--- config.mk ---
export PLATFORM = sky130hd
export DESIGN_NAME = regfile_scheduler
export DESIGN_NICKNAME = d
export VERILOG_FILES = /design/src/rtl/rf_sched_pkg.sv /design/src/rtl/wb_rr_arbiter2.sv /design/src/rtl/regfile_scheduler.sv
export SDC_FILE = /design/constraint.sdc
export NUM_CORES = 1
export LEC_CHECK = 0
export BUFFER_PORTS_ARGS = -buffer_cell sky130_fd_sc_hd__buf_2
export CAP_MARGIN = 10
export CORE_MARGIN = 4
export CORE_UTILIZATION = 50
export DETAILED_ROUTE_END_ITERATION = 10
export PLACE_DENSITY = 0.81
export SLEW_MARGIN = 5
export SYNTH_ARGS = -nofsm -noshare
export SYNTH_HDL_FRONTEND = slang
export SYNTH_HIERARCHICAL = 1
export SYNTH_SLANG_ARGS = --single-unit
--- constraint.sdc ---
create_clock -name clk -period 5 [get_ports clk]
set_input_delay 0.25 -clock clk [delete_from_list [all_inputs] [get_ports clk]]
set_output_delay 0.25 -clock clk [all_outputs]
set_load 0.05 [all_outputs]
--- src/rtl/rf_sched_pkg.sv ---
// Shared definitions for the register-file writeback scheduler.
//   XLEN       : data width of the register file
//   REG_ADDR_W : register address width
//   NUM_REGS   : number of architectural registers (x0 is hardwired zero)
//   grant_e    : arbiter grant identity, also used as the last-grant state
package rf_sched_pkg;

   localparam int unsigned XLEN       = 32;
   localparam int unsigned REG_ADDR_W = 5;
   localparam int unsigned NUM_REGS   = 32;

   typedef enum logic {
      GNT_ALU = 1'b0,
      GNT_LSU = 1'b1
   } grant_e;

endpackage

--- src/rtl/wb_rr_arbiter2.sv ---
// Two-way round-robin arbiter for the register-file write port.
// Ports:
//   clk, rst_n         : clock, asynchronous active-low reset
//   req_alu, req_lsu   : writeback request valids
//   gnt_alu, gnt_lsu   : combinational one-hot (or zero) grants
// The last granted requester loses the next tie. Reset leaves last_grant at
// LSU so the ALU wins the first tie.
module wb_rr_arbiter2
   import rf_sched_pkg::*;
(
   input  logic clk,
   input  logic rst_n,
   input  logic req_alu,
   input  logic req_lsu,
   output logic gnt_alu,
   output logic gnt_lsu
);

   grant_e last_grant_q;

   always_comb begin
      gnt_alu = req_alu && (!req_lsu || (last_grant_q == GNT_LSU));
      gnt_lsu = req_lsu && (!req_alu || (last_grant_q == GNT_ALU));
   end

   always_ff @(posedge clk or negedge rst_n) begin
      if (!rst_n) begin
         last_grant_q <= GNT_LSU;
      end else if (gnt_alu) begin
         last_grant_q <= GNT_ALU;
      end else if (gnt_lsu) begin
         last_grant_q <= GNT_LSU;
      end
   end

endmodule

--- src/rtl/regfile_scheduler.sv ---
// Register-file write scheduler: issue scoreboard plus ALU/LSU writeback
// arbitration onto a single registered write port.
// Ports:
//   clk, rst_n                          : clock, asynchronous active-low reset
//   issue_valid/rd/rs1/rs2, issue_stall : decode issue and hazard stall
//   alu_valid/rd/wd, alu_ready          : ALU writeback handshake
//   lsu_valid/rd/wd, lsu_ready          : load-unit writeback handshake
//   rf_wen/rf_a3/rf_wd                  : registered register-file write port
//   busy                                : per-register pending-write scoreboard
//   wb_err                              : sticky writeback-to-idle-register flag
module regfile_scheduler
   import rf_sched_pkg::*;
(
   input  logic                  clk,
   input  logic                  rst_n,
   input  logic                  issue_valid,
   input  logic [REG_ADDR_W-1:0] issue_rd,
   input  logic [REG_ADDR_W-1:0] issue_rs1,
   input  logic [REG_ADDR_W-1:0] issue_rs2,
   output logic                  issue_stall,
   input  logic                  alu_valid,
   input  logic [REG_ADDR_W-1:0] alu_rd,
   input  logic [XLEN-1:0]       alu_wd,
   output logic                  alu_ready,
   input  logic                  lsu_valid,
   input  logic [REG_ADDR_W-1:0] lsu_rd,
   input  logic [XLEN-1:0]       lsu_wd,
   output logic                  lsu_ready,
   output logic                  rf_wen,
   output logic [REG_ADDR_W-1:0] rf_a3,
   output logic [XLEN-1:0]       rf_wd,
   output logic [NUM_REGS-1:0]   busy,
   output logic                  wb_err
);

   logic [NUM_REGS-1:0]   busy_q, busy_d;
   logic                  rf_wen_q, rf_wen_d;
   logic [REG_ADDR_W-1:0] rf_a3_q, rf_a3_d;
   logic [XLEN-1:0]       rf_wd_q, rf_wd_d;
   logic                  wb_err_q, wb_err_d;

   logic                  issue_accept;
   logic                  alu_xfer, lsu_xfer, wb_xfer;
   logic [REG_ADDR_W-1:0] wb_rd;
   logic [XLEN-1:0]       wb_wd;

   wb_rr_arbiter2 u_arb (
      .clk     (clk),
      .rst_n   (rst_n),
      .req_alu (alu_valid),
      .req_lsu (lsu_valid),
      .gnt_alu (alu_ready),
      .gnt_lsu (lsu_ready)
   );

   // Stall looks only at registered busy: a writeback clearing a bit this
   // cycle does not release the stall until the next cycle.
   always_comb begin
      issue_stall  = issue_valid &&
                     (busy_q[issue_rs1] || busy_q[issue_rs2] || busy_q[issue_rd]);
      issue_accept = issue_valid && !issue_stall;
   end

   always_comb begin
      alu_xfer = alu_valid && alu_ready;
      lsu_xfer = lsu_valid && lsu_ready;
      wb_xfer  = alu_xfer || lsu_xfer;
      wb_rd    = lsu_xfer ? lsu_rd : alu_rd;
      wb_wd    = lsu_xfer ? lsu_wd : alu_wd;
   end

   always_comb begin
      busy_d   = busy_q;
      rf_wen_d = 1'b0;
      rf_a3_d  = rf_a3_q;
      rf_wd_d  = rf_wd_q;
      wb_err_d = wb_err_q;

      // Writes to x0 are accepted but produce no port write and no error.
      if (wb_xfer && (wb_rd != '0)) begin
         rf_wen_d      = 1'b1;
         rf_a3_d       = wb_rd;
         rf_wd_d       = wb_wd;
         busy_d[wb_rd] = 1'b0;
         if (!busy_q[wb_rd]) begin
            wb_err_d = 1'b1;
         end
      end

      // Applied after the clear so a same-cycle issue keeps the bit set.
      if (issue_accept && (issue_rd != '0)) begin
         busy_d[issue_rd] = 1'b1;
      end

      busy_d[0] = 1'b0;
   end

   always_ff @(posedge clk or negedge rst_n) begin
      if (!rst_n) begin
         busy_q   <= '0;
         rf_wen_q <= 1'b0;
         rf_a3_q  <= '0;
         rf_wd_q  <= '0;
         wb_err_q <= 1'b0;
      end else begin
         busy_q   <= busy_d;
         rf_wen_q <= rf_wen_d;
         rf_a3_q  <= rf_a3_d;
         rf_wd_q  <= rf_wd_d;
         wb_err_q <= wb_err_d;
      end
   end

   always_comb begin
      busy   = busy_q;
      rf_wen = rf_wen_q;
      rf_a3  = rf_a3_q;
      rf_wd  = rf_wd_q;
      wb_err = wb_err_q;
   end

endmodule

==> impl_metrics.ini <==
[timing]
fmaxAchievable_mhz = 295
fin_crit_sh = 0.678
final_hold_viol_count = 0
slew_viol_final = 0
whs_ps = 100
max-slew-margin-rel = 0.419
rsz0062_at_grt = no
setup_viol = 0
period_needed_ps = 3390
setup_tns_ps = 0
final.setup_skew_ps = 7.52
tightest_slew_ps = 871

[setup_path]
r2r-end = wb_err
reg2reg_slack_ps = 1700
arrival_ps = 3140
r2r-start = u_arb/last_grant_q
max_stage_delay_ps = 490
path_cells = mux4_2 > a22o_1 > a2111o_1 > nor3_4 > nand4_4 > o21a_1 > buf_2
cp.depth = 7
end_kind = output port
crit_path_start_kind = register
crit_required_ps = 4750
crit_buf_inv = 1
reg2reg_depth = 8
crit_family = compound AO/OA/AOI/OAI gates
crit_slowest_cell = mux4_2
critical_path_class = reg2out
worstPathMaxFanout = 32

[detailed_routing]
drtAntennaViolNets = 0
drc = 0
routedWlPerCell_um = 19.9
vias = 4425
wl_um = 14000
vias_per_cell = 6.31
first_pass_iters = 5
drt_iter0_drc = 528

[synthesis]
syn_inst = 440
avgSynthCellArea_um2 = 10.4
async_flop_share = 1.00
yosysSeqAreaShare = 0.390
synth_warnings = 6
synth.net_count = 534
yosys.area.top_type = dfrtp_1
synth.area.top_cells = dfrtp_1, mux2i_1, mux4_2, a21oi_1, o41ai_1
netlist_area_um2 = 4560
synth_edf_count = 0
synth_top_cell_area_share = 0.384
synth_ff_type = dfrtp_1
synth_cell_type_count = 61
yosys_register_bits = 71

[final_layout]
area_growth_pct = 22.9
nets = 682
drive_gt1_frac = 0.379
final_core_util = 0.637
antenna_cells = 0

[die]
die_y_um = 103
io_pins = 168
row_count = 34
initial_utilization = 0.518
core-area_um2 = 8810
die_w_um = 103
die-area_um2 = 10700

[pwr]
max-vdd-ir-drop_v = 0.000270
intPower_mw = 1.38
p_sw_mw = 1.37
p_clk_frac = 0.167
seq_power_share = 0.342
combPwrFrac = 0.491
p_leak_nw = 2.68
p_per_area_nw_per_um2 = 490
p_sw_frac = 0.498

[clocking]
path_clk_slew_ps = 80
clk_latency_ps = 340
cts_setup_buffers = 0
numClockSinks = 71
cts_made_buffers = 9
holdBufCountCts = 0
cts_max_level = 3
postCtsResizedCells = 0
cts_buffer_depth = 2
root_buffer = clkbuf_8
cts_tree = built

[global_route]
antenna_found_initial = 0
grt_first_pass_wirelength_um = 22000
grt_use_total = 0.267
grt_max_degree = 72
grt_pass1_vias = 4350
grt_overflow = 0

[placed_design]
place_congestion = 0.943
io_buffers = 166
hpwl_um = 10300

[job]
maxCapViolCount = 0

[run_status]
status = complete, no violations

[hold_path]
hp-class = in2async
==> power by group through the flow <==
stage / sequential, mW / clock, mW / combinational [mW]
3_3_place_gp: 0.929 / 0 / 1.32
5_1_grt: 0.956 / 0.502 / 1.42
3_5_place_dp: 0.934 / 0 / 1.34
2_1_floorplan: 1.39 / 0 / 0.519
6_report: 0.939 / 0.459 / 1.35
4_1_cts: 0.925 / 0.472 / 1.35
==> layer usage <==
| layer | routed length (um) | share of wire | track usage |
|---|---|---|---|
| met5 | 0 | 0 | 0 |
| met4 | 226 | 0.016 | 0.0827 |
| met3 | 1770 | 0.13 | 0.0845 |
| met2 | 6650 | 0.48 | 0.422 |
| met1 | 5340 | 0.38 | 0.353 |
==> cells by family (layout without fill, tap and decap cells) <==
| group | Yosys count | after routing | synth area share |
|---|---|---|---|
| AOI/OAI and AO/OA | 137 | 137 | 0.215 |
| and+or+nand+nor | 115 | 115 | 0.131 |
| muxes | 74 | 74 | 0.222 |
| DFF | 71 | 71 | 0.390 |
| buffers and inverters | 42 | 195 | 0.0412 |
| other | 1 | 1 | 0.000822 |
==> state kept, by name (all words and copies together), names as in the netlist <==
signal              cells
rf_wen                  1
rf_wd                  32
busy                   31
rf_a3                   5
wb_err                  1
u_arb/last_grant_q      1
==> per-stage QoR <==
step           cells  area (um2)  power, mW  setup slack, ps
6_report         701        5610       2.74             1610
5_1_grt          701        5610       2.88             1370
4_1_cts          701        5610       2.74             1630
3_5_place_dp     685        5410       2.28             1690
3_3_place_gp     685        5410       2.25             1850
2_1_floorplan    440        4560       1.91             1040
==> cells in the final DEF (no fill, tap or decap), types with 2 or more instances in the layout <==
cell,instances
o41ai_1,23
nand3b_1,6
a21boi_1,2
nand2b_1,5
or3_1,4
o22ai_1,2
a2111oi_0,3
o41ai_2,9
o21ai_0,28
dfrtp_1,70
nand2_1,16
nand4_1,4
nand3_1,12
a21o_1,2
buf_4,4
mux4_2,20
mux2i_1,48
mux2_2,4
clkinv_4,2
clkbuf_8,10
o31ai_1,3
nor3_1,2
buf_2,166
inv_1,9
a311oi_1,3
nor2b_1,9
clkbuf_1,2
nor2_1,45
a21oi_1,45
==> cell type report <==
class                      count  area [um2]
inverter                       9        33.8
clock buffer                  12         145
fill                         746        3200
timing repair buffer         170         861
sequential                    71        1780
clock inverter                 4        55.1
multi-input combinational    327        2600
tap                          108         135
==> synth_stat cells, types with 4 or more instances <==
cell	count
o41ai_1	23
o41ai_2	9
dfrtp_1	70
nor2_1	45
mux4_2	20
or3_1	4
inv_1	9
o21ai_0	28
nand4_1	4
mux2_2	4
clkbuf_1	20
nand2b_1	5
a21oi_1	45
nor2b_1	9
nand2_1	17
nand3_1	12
mux2i_1	48
buf_1	6
nand3b_1	6
==> how the worst max path moves through the flow <==
stage	startpoint	to	slack, ps
2_1_floorplan	u_arb/last_grant_q	wb_err	1040
3_3_place_gp	lsu_valid	wb_err	1850
3_5_place_dp	lsu_valid	wb_err	1690
4_1_cts	busy[31]	issue_stall	1630
5_1_grt	u_arb/last_grant_q	rf_wd[13]	1370
6_report	busy[31]	issue_stall	1610
Power figures use the tool's default switching activity.
